==> config.mk <==
export PLATFORM = sky130hd
export DESIGN_NAME = fetch_steer_flat
export DESIGN_NICKNAME = d
export VERILOG_FILES = /design/src/rtl/fetch_steer_pkg.sv /design/src/rtl/fetch_steer_if.sv /design/src/rtl/fetch_steer_load_use_detect.sv /design/src/rtl/fetch_steer.sv /design/src/flat_wrapper.sv
export SDC_FILE = /design/constraint.sdc
export NUM_CORES = 1
export LEC_CHECK = 0
export CORE_MARGIN = 8
export CORE_UTILIZATION = 41
export CTS_CLUSTER_DIAMETER = 200
export CTS_CLUSTER_SIZE = 10
export DETAILED_ROUTE_END_ITERATION = 8
export HOLD_SLACK_MARGIN = 0.12
export PLACE_DENSITY = 0.85
export SLEW_MARGIN = 40
export SYNTH_ARGS = -nofsm -noshare
export SYNTH_HDL_FRONTEND = slang
export SYNTH_HIERARCHICAL = 1
export SYNTH_SLANG_ARGS = --single-unit
==> constraint.sdc <==
create_clock -name clk -period 5.45 [get_ports clk]
set_clock_uncertainty 0.05 [all_clocks]
set_input_delay 0.545 -clock clk [delete_from_list [all_inputs] [get_ports clk]]
set_output_delay 0.545 -clock clk [all_outputs]
set_load 0.01 [all_outputs]
==> src/rtl/fetch_steer_pkg.sv <==
// Shared definitions for the fetch steering block: instruction fields, opcodes, bubble word, FSM states.
package fetch_steer_pkg;

  localparam int OPC_HI = 23;
  localparam int OPC_LO = 19;
  localparam int RD_HI  = 18;
  localparam int RD_LO  = 14;
  localparam int RS1_HI = 13;
  localparam int RS1_LO = 9;
  localparam int RS2_HI = 8;
  localparam int RS2_LO = 4;
  localparam int TGT_HI = 7;
  localparam int TGT_LO = 0;

  // R-type class occupies opcodes 5'h01..5'h07 (top two bits zero, excluding NOP)
  localparam logic [4:0] OP_NOP  = 5'h00;
  localparam logic [4:0] OP_ADD  = 5'h01;
  localparam logic [4:0] OP_SUB  = 5'h02;
  localparam logic [4:0] OP_LD   = 5'h08;
  localparam logic [4:0] OP_ST   = 5'h09;
  localparam logic [4:0] OP_BEQZ = 5'h0C;
  localparam logic [4:0] OP_JMP  = 5'h10;
  localparam logic [1:0] RTYPE_CLASS = 2'b00;

  localparam logic [23:0] NOP_INS = 24'h0;

  typedef enum logic [1:0] {
    ST_RUN   = 2'd0,
    ST_STALL = 2'd1,
    ST_FLUSH = 2'd2
  } state_t;

  function automatic logic is_rtype(input logic [4:0] op);
    return (op[4:3] == RTYPE_CLASS) && (op != OP_NOP);
  endfunction

endpackage

==> src/rtl/fetch_steer_if.sv <==
// Fetch <-> decode steering bus. FETCH_STEER_PERF_EN adds the stall/flush cycle counters.
interface fetch_steer_if;
  logic [23:0] ins;
  logic [7:0]  current_addr;
  logic        ex_br_taken;
  logic [7:0]  ex_br_target;
  logic [7:0]  jmp_loc;
  logic        pc_mux_sel;
  logic        stall;
  logic        stall_pm;
  logic        flush;
  logic [23:0] id_ins;
  logic [7:0]  id_pc;
  logic        id_valid;
`ifdef FETCH_STEER_PERF_EN
  logic [15:0] stall_cycles;
  logic [15:0] flush_cycles;
`endif

  modport master (
    output ins, current_addr, ex_br_taken, ex_br_target,
    input  jmp_loc, pc_mux_sel, stall, stall_pm, flush, id_ins, id_pc, id_valid
`ifdef FETCH_STEER_PERF_EN
    , input stall_cycles, flush_cycles
`endif
  );

  modport slave (
    input  ins, current_addr, ex_br_taken, ex_br_target,
    output jmp_loc, pc_mux_sel, stall, stall_pm, flush, id_ins, id_pc, id_valid
`ifdef FETCH_STEER_PERF_EN
    , output stall_cycles, flush_cycles
`endif
  );
endinterface

==> src/rtl/fetch_steer_load_use_detect.sv <==
// Load-use hazard between the LD held in ID and the instruction arriving from fetch.
module fetch_steer_load_use_detect
  import fetch_steer_pkg::*;
(
  input  logic [4:0] id_op,
  input  logic [4:0] id_rd,
  input  logic [4:0] ins_op,
  input  logic [4:0] ins_rs1,
  input  logic [4:0] ins_rs2,
  output logic       hazard
);
  logic rs1_hit;
  logic rs2_hit;

  assign rs1_hit = (id_rd == ins_rs1);
  // only R-type instructions actually read rs2
  assign rs2_hit = is_rtype(ins_op) && (id_rd == ins_rs2);
  assign hazard  = (id_op == OP_LD) && (id_rd != 5'd0) && (rs1_hit || rs2_hit);
endmodule

==> src/rtl/fetch_steer.sv <==
// Decode-side fetch steering: jumps, branch redirects, load-use stalls, IF/ID register.
// Optional FETCH_STEER_PERF_EN: saturating stall/flush cycle counters on the bus.
//
// state    | meaning
// ST_RUN   | normal flow, ID captures fetched word, jumps steered
// ST_STALL | remaining load-use bubble cycles, fetch held
// ST_FLUSH | one wrong-path word after a taken branch is discarded
module fetch_steer
  import fetch_steer_pkg::*;
#(
  parameter int          LOAD_USE_STALL = 1,
  parameter logic [23:0] NOP_WORD       = 24'h0
) (
  input logic         clk,
  input logic         reset,
  fetch_steer_if.slave bus
);
  localparam logic [2:0] STALL_INIT = 3'(LOAD_USE_STALL - 1);

  state_t      state, state_nxt;
  logic [2:0]  cnt, cnt_nxt;
  logic        load_id;
  logic        hazard;
  logic        is_jmp;
  logic [7:0]  jmp_loc;
  logic        pc_mux_sel, stall, stall_pm, flush;
  logic [23:0] id_ins;
  logic [7:0]  id_pc;
  logic        id_valid;

  fetch_steer_load_use_detect u_load_use_detect (
    .id_op  (id_ins[OPC_HI:OPC_LO]),
    .id_rd  (id_ins[RD_HI:RD_LO]),
    .ins_op (bus.ins[OPC_HI:OPC_LO]),
    .ins_rs1(bus.ins[RS1_HI:RS1_LO]),
    .ins_rs2(bus.ins[RS2_HI:RS2_LO]),
    .hazard (hazard)
  );

  assign is_jmp = (bus.ins[OPC_HI:OPC_LO] == OP_JMP);

  always_comb begin
    state_nxt  = state;
    cnt_nxt    = cnt;
    load_id    = 1'b0;
    jmp_loc    = 8'h00;
    pc_mux_sel = 1'b0;
    stall      = 1'b0;
    stall_pm   = 1'b0;
    flush      = 1'b0;
    if (reset) begin
      state_nxt = ST_RUN;
      cnt_nxt   = 3'd0;
    end else if (bus.ex_br_taken) begin
      pc_mux_sel = 1'b1;
      jmp_loc    = bus.ex_br_target;
      flush      = 1'b1;
      cnt_nxt    = 3'd0;
      state_nxt  = ST_FLUSH;
    end else begin
      unique case (state)
        ST_RUN: begin
          // a JMP never reads registers, so it outranks the hazard check
          if (is_jmp) begin
            pc_mux_sel = 1'b1;
            jmp_loc    = bus.ins[TGT_HI:TGT_LO];
            load_id    = 1'b1;
          end else if (hazard) begin
            stall     = 1'b1;
            stall_pm  = 1'b1;
            cnt_nxt   = STALL_INIT;
            state_nxt = (STALL_INIT != 3'd0) ? ST_STALL : ST_RUN;
          end else begin
            load_id = 1'b1;
          end
        end
        ST_STALL: begin
          stall     = 1'b1;
          stall_pm  = 1'b1;
          cnt_nxt   = cnt - 3'd1;
          state_nxt = (cnt == 3'd1) ? ST_RUN : ST_STALL;
        end
        ST_FLUSH: state_nxt = ST_RUN;
        default:  state_nxt = ST_RUN;
      endcase
    end
  end

  always_ff @(posedge clk) begin
    if (reset) begin
      state    <= ST_RUN;
      cnt      <= 3'd0;
      id_ins   <= NOP_WORD;
      id_pc    <= 8'h00;
      id_valid <= 1'b0;
    end else begin
      state <= state_nxt;
      cnt   <= cnt_nxt;
      if (load_id) begin
        id_ins   <= bus.ins;
        id_pc    <= bus.current_addr - 8'd1;
        id_valid <= 1'b1;
      end else begin
        id_ins   <= NOP_WORD;
        id_valid <= 1'b0;
      end
    end
  end

  assign bus.jmp_loc    = jmp_loc;
  assign bus.pc_mux_sel = pc_mux_sel;
  assign bus.stall      = stall;
  assign bus.stall_pm   = stall_pm;
  assign bus.flush      = flush;
  assign bus.id_ins     = id_ins;
  assign bus.id_pc      = id_pc;
  assign bus.id_valid   = id_valid;

`ifdef FETCH_STEER_PERF_EN
  logic [15:0] stall_cnt, flush_cnt;

  always_ff @(posedge clk) begin
    if (reset) begin
      stall_cnt <= 16'h0000;
      flush_cnt <= 16'h0000;
    end else begin
      if (stall && (stall_cnt != 16'hFFFF)) stall_cnt <= stall_cnt + 16'd1;
      if (flush && (flush_cnt != 16'hFFFF)) flush_cnt <= flush_cnt + 16'd1;
    end
  end

  assign bus.stall_cycles = stall_cnt;
  assign bus.flush_cycles = flush_cnt;
`endif
endmodule

==> src/flat_wrapper.sv <==
// flat-port wrapper written by rule: the top's interface ports become plain ports
module fetch_steer_flat import fetch_steer_pkg::*;
#(
  parameter int          LOAD_USE_STALL = 1,
  parameter logic [23:0] NOP_WORD       = 24'h0
)
  (clk, reset, bus_ins, bus_current_addr, bus_ex_br_taken, bus_ex_br_target, bus_jmp_loc, bus_pc_mux_sel, bus_stall, bus_stall_pm, bus_flush, bus_id_ins, bus_id_pc, bus_id_valid);
  fetch_steer_if bus_i ();
  input logic clk;
  input logic reset;
  input wire logic [$bits(bus_i.ins)-1:0] bus_ins;
  input wire logic [$bits(bus_i.current_addr)-1:0] bus_current_addr;
  input wire logic [$bits(bus_i.ex_br_taken)-1:0] bus_ex_br_taken;
  input wire logic [$bits(bus_i.ex_br_target)-1:0] bus_ex_br_target;
  output wire logic [$bits(bus_i.jmp_loc)-1:0] bus_jmp_loc;
  output wire logic [$bits(bus_i.pc_mux_sel)-1:0] bus_pc_mux_sel;
  output wire logic [$bits(bus_i.stall)-1:0] bus_stall;
  output wire logic [$bits(bus_i.stall_pm)-1:0] bus_stall_pm;
  output wire logic [$bits(bus_i.flush)-1:0] bus_flush;
  output wire logic [$bits(bus_i.id_ins)-1:0] bus_id_ins;
  output wire logic [$bits(bus_i.id_pc)-1:0] bus_id_pc;
  output wire logic [$bits(bus_i.id_valid)-1:0] bus_id_valid;
  assign bus_i.ins = bus_ins;
  assign bus_i.current_addr = bus_current_addr;
  assign bus_i.ex_br_taken = bus_ex_br_taken;
  assign bus_i.ex_br_target = bus_ex_br_target;
  assign bus_jmp_loc = bus_i.jmp_loc;
  assign bus_pc_mux_sel = bus_i.pc_mux_sel;
  assign bus_stall = bus_i.stall;
  assign bus_stall_pm = bus_i.stall_pm;
  assign bus_flush = bus_i.flush;
  assign bus_id_ins = bus_i.id_ins;
  assign bus_id_pc = bus_i.id_pc;
  assign bus_id_valid = bus_i.id_valid;
  fetch_steer #(.LOAD_USE_STALL(LOAD_USE_STALL), .NOP_WORD(NOP_WORD)) u_core (.clk(clk), .reset(reset), .bus(bus_i));
endmodule
## Yosys cells after proc, flatten, opt, wreduce, memory -nomap -nowiden

Cells that the tools add are included.

- Add/subtract/negate cells: 2
- Equal/unequal tests: 10
- Mux-type cells: 29
- Bitwise logic cells: 1
- Reductions and logical operators: 15

Operator list:

| kind | number |
|---|---|
| 8-bit 2-to-1 mux | 4 |
| 1-bit 2-to-1 mux | 17 |
| 5-bit equality test | 2 |
| 5-bit nonzero test | 2 |
| 8-bit by 1-bit subtractor with 8-bit output, second input constant | 1 |
| 2-bit 2-to-1 mux | 3 |
| 3-bit 2-to-1 mux | 2 |
| 3-bit case mux with 2 select lines | 1 |
| 5-bit by 4-bit equality test with 1-bit output, second input constant | 1 |
| 5-bit equality test, second input constant | 1 |
| 1-bit logical AND | 4 |
| 2-bit zero test | 2 |
| 2-bit case mux with 2 select lines | 1 |
| 2-bit AND reduction | 2 |
| 2-bit OR reduction | 2 |
| 3-bit by 1-bit equality test with 1-bit output, second input constant | 1 |
| 3-bit by 2-bit inequality test with 1-bit output, second input constant | 1 |
| 3-bit inequality test, second input constant | 1 |
| 3-bit AND reduction | 1 |
| 3-bit by 1-bit subtractor with 3-bit output, second input constant | 1 |
| 2-bit by 1-bit equality test with 1-bit output, second input constant | 1 |
| 2-bit by 1-bit inequality test with 1-bit output, second input constant | 1 |
| 2-bit inequality test, second input constant | 1 |
| 1-bit case mux with 2 select lines | 1 |
| other kinds (3) | 3 |

- Register bits after elaboration: 38
- Input port bits: 43
- Output and inout port bits: 45
- Word-level logic and storage cells: 63

## Depth between registers and ports, before layout

Gate-level depths: netlist of run 1.

- Word-level depth: 12
- Depth in mapped cells: 8
- Gate-level depth less buffers: 8

## By module

Netlist of run 1, hierarchy kept.

By module, submodules not included:

| module | times used | cells each | area an instance (um^2) | seq. area each (um^2) |
|---|---|---|---|---|
| fetch_steer | 1 | 148 | 1,503.9 | 760.7 |
| fetch_steer_load_use_detect | 1 | 20 | 153.9 | 0.0 |

## Worst setup path before layout of run 1

OpenSTA, ideal clock, no wires.

- Kind: input to output
- Start: input port bus_ins[8]
- End: output port bus_stall_pm
- Arrival: 1,862 ps
- Required time: 4,855 ps
- Setup slack: 2,993 ps
- Stages on the path: 8
- Buffers on the path: 1
- Path through: xor2_1 > nor3_1 > nand4_1 > a21oi_1 > o21ba_2 > o31ai_2 > nor2_1 > buf_4

- Cells in the longest elaborated chain, start to end: 9

Ends and longest elaborated chain:

| item | RTL line | RTL |
|---|---|---|
| start: declaration | flat_wrapper.sv:11 | `input wire logic [$bits(bus_i.ins)-1:0] bus_ins;` |
| 5-bit equality test | fetch_steer_load_use_detect.sv:17 | `assign rs2_hit = is_rtype(ins_op) && (id_rd == ins_rs2);` |
| 1-bit logical AND | fetch_steer_load_use_detect.sv:17 |  |
| 1-bit logical OR | fetch_steer_load_use_detect.sv:18 | `assign hazard = (id_op == OP_LD) && (id_rd != 5'd0) && (rs1_hit \|\| rs2_hit);` |
| 1-bit logical AND | fetch_steer_load_use_detect.sv:18 |  |
| net u_core.hazard | fetch_steer.sv:23 | `logic hazard;` |
| 1-bit 2-to-1 mux (2 in a row) | - |  |
| 1-bit case mux with 2 select lines | - |  |
| 1-bit 2-to-1 mux (2 in a row) | - |  |
| end: declaration | flat_wrapper.sv:18 | `output wire logic [$bits(bus_i.stall_pm)-1:0] bus_stall_pm;` |

The timed path passes the listed nets, and every way through them passes these cells.

## Worst setup path in the final report of run 1

- Start: input port bus_ins[19]
- End: output port bus_stall_pm

- Cells in the longest elaborated chain, start to end: 10
- Elaborated cells on any way between the ends: 11
- Those cells by class: eq/ne: 1; mux: 5; reduce/logical: 5

Ends and longest elaborated chain:

| item | RTL line | RTL |
|---|---|---|
| 5-bit nonzero test | fetch_steer_pkg.sv:34 | `return (op[4:3] == RTYPE_CLASS) && (op != OP_NOP);` |
| 1-bit logical AND | fetch_steer_pkg.sv:34 |  |
| 1-bit logical AND | fetch_steer_load_use_detect.sv:17 |  |
| 1-bit logical OR | fetch_steer_load_use_detect.sv:18 |  |
| 1-bit logical AND | fetch_steer_load_use_detect.sv:18 |  |
| net u_core.hazard | fetch_steer.sv:23 |  |
| 1-bit 2-to-1 mux | fetch_steer.sv:68 | `end else if (hazard) begin` |
| 1-bit 2-to-1 mux | fetch_steer.sv:64 | `if (is_jmp) begin` |
| 1-bit case mux with 2 select lines | fetch_steer.sv:61 | `unique case (state)` |
| 1-bit 2-to-1 mux | fetch_steer.sv:54 | `end else if (bus.ex_br_taken) begin` |
| 1-bit 2-to-1 mux | fetch_steer.sv:51 | `if (reset) begin` |

The timed path passes the listed nets, and every way through them passes these cells.

==> impl_metrics.csv, run 1 <==
group,metric,value,unit
run_status,status,"completed",
synthesis,synth_ff_type,"dfxtp_1",
sta,hold_viol,0,
die,initial_core_util,0.4205,
grt,met2_usage,0.2632,
synthesis,synth_nets,214,
route,first_pass_iters,4,
route,drt_iter0_drc,84,
cts,clock-sinks,38,
route,viasPerCell,5.000,
pwr,p_seq_frac,0.484,
grt,grt_usage,0.1526,
cts,postCtsResizedCells,0,
cts,cts_setup_buffers,0,
cells_and_area,layout_commonest_cell,"clkdlybuf4s50_1",
cells_and_area,fin_nets,299,
pwr,leakagePower,1.049,nW
pwr,power.share.switching,0.2458,
die,rows,23,
cts,clock_latency,0.30,ns
synthesis,synth_area_per_cell,9.868,um^2
grt,grt_util_met1,0.1688,
grt,grt_pass1_vias,1491,
setup_path,end_kind,"primary output",
cts,htreeDepth,2,
cells_and_area,area_growth,59.40,%
cts,cts_made_buffers,5,
grt,antenna_found_initial,0,
cells_and_area,diodes,0,
synthesis,synth_seq_cells,38,
synthesis,seq_area_frac_synth,0.4589,
die,core,3943,um^2
sta,tns,0,ns
setup_path,crit_chain,"clkdlybuf4s50_1 -> nor3_1 -> nor3_1 -> nand4_1 -> a21oi_1 -> o21ba_2 -> o31ai_2 -> nor2_1 -> clkdlybuf4s50_1",
synthesis,ys_types,38,
setup_path,max_stage_delay,0.55,ns
setup_path,crit_fanout,4,
setup_path,crit_type,"in2out",
cts,ctsHoldBuffers,0,
route,num_vias,1520,
sta,setup_viol,0,
die,die_h,79.59,um
grt,grt_pass1_wl,7576,um
synthesis,synth_area,1658,um^2
sta,worst_pin_slew,0.7068,ns
cells_and_area,final_util,0.6703,
cts,clk_pin_slew,0.07,ns
route,avgRoutedWirePerCell,15.91,um
synthesis,async_reset_ff_frac,0,
grt,grt_start_max_net_pins,39,
grt,overflow,0,
pwr,power.internal,0.4622,mW
sta,min_period_over_period,0.6178,
sta,relSlewSlack,0.5278,
die,die_w,79.59,um
pwr,p_clk_frac,0.329,
sta,fmax,297.0,MHz
placed_design,placed_cell_area,2547,um^2
synthesis,yosysWarnings,6,
run,cap_violations,0,
setup_path,rrSetupSlack,3.36,ns
setup_path,worstSetupStartpointType,"input port",
cells_and_area,instances_no_fill,304,
placed_design,dp.cells,296,
worst_hold_path,hold_class,"reg2reg",
sta,post-route-min-period,3.367,ns
die,io_pins,88,
sta,slew_viol_final,0,
placed_design,hpwl,3686,um
pwr,pwr-share-comb,0.187,
pwr,vdd_drop_max,0.0001618,V
route,wl,4836,um
setup_path,crit_required,4.86,ns
cells_and_area,drive_gt1_frac,0.07874,
placed_design,gp_congestion,0.7963,
route,drcViolationCount,0,
sta,rsz0062_at_grt,"no",
pwr,switchingPower,0.1506,mW
setup_path,arrival,2.77,ns
setup_path,cp_num_buf_inv,2,
synthesis,synthCells,168,
cts,root_buffer,"clkbuf_8",
grt,met3_usage,0.04842,
die,dieArea,6335,um^2
cts,clock_path_buffers,2,
sta,whs,0.4284,ns
grt,grt_busiest_layer,"met2",
route,antenna_left,0,
placed_design,portBuffers,87,
synthesis,synth_edf_count,0,
cts,tritoncts,"yes",
pwr,p_per_area,231.9,nW/um^2
setup_path,cpMaxStageDelayCell,"clkdlybuf4s50_1",
cells_and_area,final_cell_mix,"clkdlybuf4s50_1 (87), dfxtp_1 (38), and3_1 (24), xor2_1 (10)",
cells_and_area,finalInstanceArea,2643,um^2
setup_path,cp_top_family,"buffers and inverters",
[metal layers]
layer,part of all wire,up-vias
met5,0,-
met4,0.016,0
met3,0.085,8
met2,0.48,58
met1,0.42,693
li1,-,761
[cells in the mapped netlist, drive strengths merged (2+ instances only)]
cell type | count | area share
nor4 | 3 | 0.011
nor3 | 8 | 0.024
xor2 | 10 | 0.053
a32o | 8 | 0.048
nand2b | 6 | 0.023
nor2 | 9 | 0.022
o21ai | 2 | 0.013
clkbuf | 5 | 0.012
inv | 5 | 0.011
and3 | 24 | 0.091
ha | 3 | 0.023
a211oi | 2 | 0.0091
buf | 5 | 0.023
nor2b | 5 | 0.019
mux2i | 3 | 0.018
xnor2 | 6 | 0.032
dfxtp | 38 | 0.46
nand3 | 2 | 0.0060
nand2 | 3 | 0.0068
a21oi | 9 | 0.029
[layout make-up]
type / count / area, um^2
fillers: 308 / 1300
inverters: 5 / 18.77
flip-flops and latches: 38 / 760.7
repair buffers: 88 / 878.3
clock buffers: 6 / 82.58
clock inverters: 2 / 12.51
multi-input cells: 115 / 827.0
well taps: 50 / 62.56
[worst min-delay path, stage by stage (launching register included)]
cell,delay [ns]
dfxtp_1,0.31
nand2b_1,0.07
mux2i_1,0.06
[state kept, by name, summed over array words and instances, names as in the netlist]
| register | cells |
|---|---|
| u_core/bus.id_ins | 24 |
| u_core/bus.id_valid | 1 |
| u_core/cnt | 3 |
| u_core/bus.id_pc | 8 |
| u_core/state | 2 |
[kinds of logic after synthesis]
kind of cell	Yosys count	synth area share
adder cells (fa/ha/maj)	3	0.02264
AO/OA/AOI/OAI	26	0.1298
flip-flops	38	0.4589
AND/OR/NAND/NOR	66	0.2332
buffers and inverters	15	0.04603
multiplexers	4	0.02491
XOR/XNOR	16	0.08453
[metrics by stage]
| stage | setup WS [ns] | power [mW] |
|---|---|---|
| finish | 2.083 | 0.6127 |
| global placement | 2.140 | 0.4163 |
| detailed placement | 2.089 | 0.4175 |
| global route | 1.874 | 0.6416 |
| CTS | 2.076 | 0.6198 |
| floorplan | 2.993 | 0.3461 |
[power by group through the flow]
stage	Clock, mW	Sequential [mW]	Combinational [mW]
finish	0.202	0.296	0.115
global placement	0	0.303	0.114
floorplan	0	0.308	0.0379
CTS	0.208	0.297	0.115
global route	0.221	0.298	0.123
detailed placement	0	0.303	0.115
[worst paths after layout]
check                                      endpoint  cells past startpoint                  start
worst min register to register  u_core/bus.id_pc[5]                      2    u_core/bus.id_pc[5]
worst max-delay path                   bus_stall_pm                      9            bus_ins[19]
worst min-delay path            u_core/bus.id_pc[5]                      2    u_core/bus.id_pc[5]
worst max register to register  u_core/bus.id_pc[0]                      7  u_core/bus.id_ins[17]
Note: power is estimated with default switching activity, not from simulation.
==> run 2, diff against run 1 <==
--- a/config.mk
+++ b/config.mk
@@ -6,12 +6,12 @@
 export NUM_CORES = 1
 export LEC_CHECK = 0
 export CORE_MARGIN = 8
-export CORE_UTILIZATION = 41
+export CORE_UTILIZATION = 39
 export CTS_CLUSTER_DIAMETER = 200
 export CTS_CLUSTER_SIZE = 10
 export DETAILED_ROUTE_END_ITERATION = 8
 export HOLD_SLACK_MARGIN = 0.12
-export PLACE_DENSITY = 0.85
+export PLACE_DENSITY = 0.82
 export SLEW_MARGIN = 40
 export SYNTH_ARGS = -nofsm -noshare
 export SYNTH_HDL_FRONTEND = slang
==> constraint.sdc (replaced) <==
create_clock -name clk -period 3.5 [get_ports clk]
set_clock_uncertainty 0.05 [all_clocks]
set_input_delay 0.35 -clock clk [delete_from_list [all_inputs] [get_ports clk]]
set_output_delay 0.35 -clock clk [all_outputs]
set_load 0.01 [all_outputs]
==> impl_metrics.csv, run 2 (synthesis gave the netlist of run 1 again) <==
group,metric,value,unit
pwr,p_per_area,353.1,nW/um^2
cells_and_area,largest_reg_flops,24,
setup_path,arrival,2.66,ns
placed_design,placed_cell_area,2570,um^2
setup_path,crit_type,"in2out",
route,num_vias,1530,
pwr,p_clk_frac,0.314,
cts,ctsHoldBuffers,0,
sta,fmax,326.3,MHz
route,route.met3.wl,427,um
worst_hold_path,hold_class,"reg2reg",
grt,overflow,0,
cells_and_area,layout_commonest_cell,"clkdlybuf4s50_1",
sta,slew_viol_final,0,
sta,min_period_over_period,0.8757,
die,initial_core_util,0.4086,
pwr,power.internal,0.7156,mW
cts,tritoncts,"yes",
placed_design,gp_congestion,0.7731,
cells_and_area,instances_no_fill,305,
cells_and_area,area_growth,60.00,%
grt,grt_usage,0.1538,
sta,setup_viol,0,
run,cap_violations,0,
cts,clock_latency,0.28,ns
route,antenna_left,0,
cts,htreeDepth,2,
placed_design,portBuffers,87,
route,first_pass_iters,4,
setup_path,crit_required,3.10,ns
pwr,pwr-share-comb,0.194,
die,rows,23,
die,die_w,81.20,um
cts,cts_setup_buffers,0,
setup_path,worstSetupStartpointType,"input port",
cells_and_area,final_cell_mix,"clkdlybuf4s50_1 (87), dfxtp_1 (38), and3_1 (24), xor2_1 (10)",
grt,grt_pass1_wl,7879,um
cts,root_buffer,"clkbuf_8",
route,m1WireLength,2062,um
cts,postCtsResizedCells,0,
die,core,4058,um^2
setup_path,end_kind,"primary output",
pwr,p_seq_frac,0.493,
cts,cts_made_buffers,5,
sta,worst_pin_slew,0.6046,ns
pwr,vdd_drop_max,0.0001830,V
pwr,leakagePower,1.060,nW
cells_and_area,diodes,0,
route,wl,4921,um
cells_and_area,finalInstanceArea,2653,um^2
die,dieArea,6593,um^2
cells_and_area,drive_gt1_frac,0.08235,
cells_and_area,top_regs,"u_core/bus.id_ins: 24 flops, u_core/bus.id_pc: 8 flops, u_core/cnt: 3 flops",
pwr,power.share.switching,0.2358,
route,avgRoutedWirePerCell,16.13,um
cells_and_area,largest_register,"u_core/bus.id_ins",
placed_design,dp.cells,299,
run_status,status,"completed",
setup_path,crit_fanout,4,
cts,clock_path_buffers,2,
placed_design,hpwl,3752,um
grt,antenna_found_initial,0,
cts,clk_pin_slew,0.07,ns
route,drcViolationCount,0,
sta,hold_viol,0,
route,wl_met2,2381,um
die,die_h,81.20,um
sta,tns,0,ns
sta,post-route-min-period,3.065,ns
die,io_pins,88,
grt,grt_start_max_net_pins,27,
route,drt_iter0_drc,79,
route,viasPerCell,5.016,
cts,clock-sinks,38,
grt,grt_pass1_vias,1610,
sta,rsz0062_at_grt,"no",
sta,relSlewSlack,0.5954,
route,highest-signal-layer,"met4",
cells_and_area,fin_nets,302,
pwr,switchingPower,0.2209,mW
run 2: cell types whose count changed in the layout (fill, tap and decap cells not counted):
| cell | previous run | this run |
|---|---|---|
| buf_4 | 1 | 4 |
| clkinv_2 | 1 | 0 |
| clkinvlp_4 | 1 | 0 |
run 2: final timing paths:
path	from	endpoint	slack [ns]	depth (start not counted)
max reg2reg	u_core/bus.id_ins[20]	u_core/bus.id_pc[1]	1.34	6
min reg2reg	u_core/bus.id_pc[2]	u_core/bus.id_pc[2]	0.43	2
min	u_core/bus.id_pc[2]	u_core/bus.id_pc[2]	0.43	2
max	bus_ins[5]	bus_stall	0.44	9
run 2: final cells by class:
| class | count | area [um^2] |
|---|---|---|
| Multi-Input combinational cell | 115 | 827.0 |
| Fill cell | 361 | 1405 |
| Clock buffer | 6 | 82.58 |
| Inverter | 5 | 18.77 |
| Timing Repair Buffer | 91 | 900.9 |
| Sequential cell | 38 | 760.7 |
| Tap cell | 50 | 62.56 |
run 2: per-layer routing:
metal | GRT usage | vias to the layer above
met5 | 0 | -
met1 | 0.1669 | 695
met2 | 0.2686 | 58
met3 | 0.06181 | 7
li1 | - | 770
met4 | 0.04643 | 0
run 2: power groups by stage:
stage	Combinational, mW	Clock (mW)	Sequential [mW]
after floorplan	0.0590	0	0.480
after global placement	0.180	0	0.471
after detailed placement	0.181	0	0.472
after CTS	0.183	0.305	0.462
after global routing	0.195	0.319	0.464
final	0.181	0.294	0.461
run 2: per-stage QoR:
step | power, mW | setup WS (ns) | hold WS (ns) | utilization
2_1_floorplan | 0.5389 | 1.388 | 0.3966 | -
5_1_grt | 0.9780 | 0.2820 | 0.4546 | 0.6537
4_1_cts | 0.9496 | 0.4216 | 0.4319 | 0.6537
6_report | 0.9365 | 0.4351 | 0.4266 | 0.6537
3_5_place_dp | 0.6530 | 0.4441 | 0.4195 | 0.6334
3_3_place_gp | 0.6505 | 0.5311 | 0.4108 | 0.6334
run 2: critical path, stage by stage:
cell	delay, ns
clkdlybuf4s50_1	0.48
xor2_1	0.17
nor3_1	0.16
nand4_1	0.12
a21oi_1	0.37
o21ba_2	0.19
o31ai_2	0.09
nor2_1	0.16
clkdlybuf4s50_1	0.58
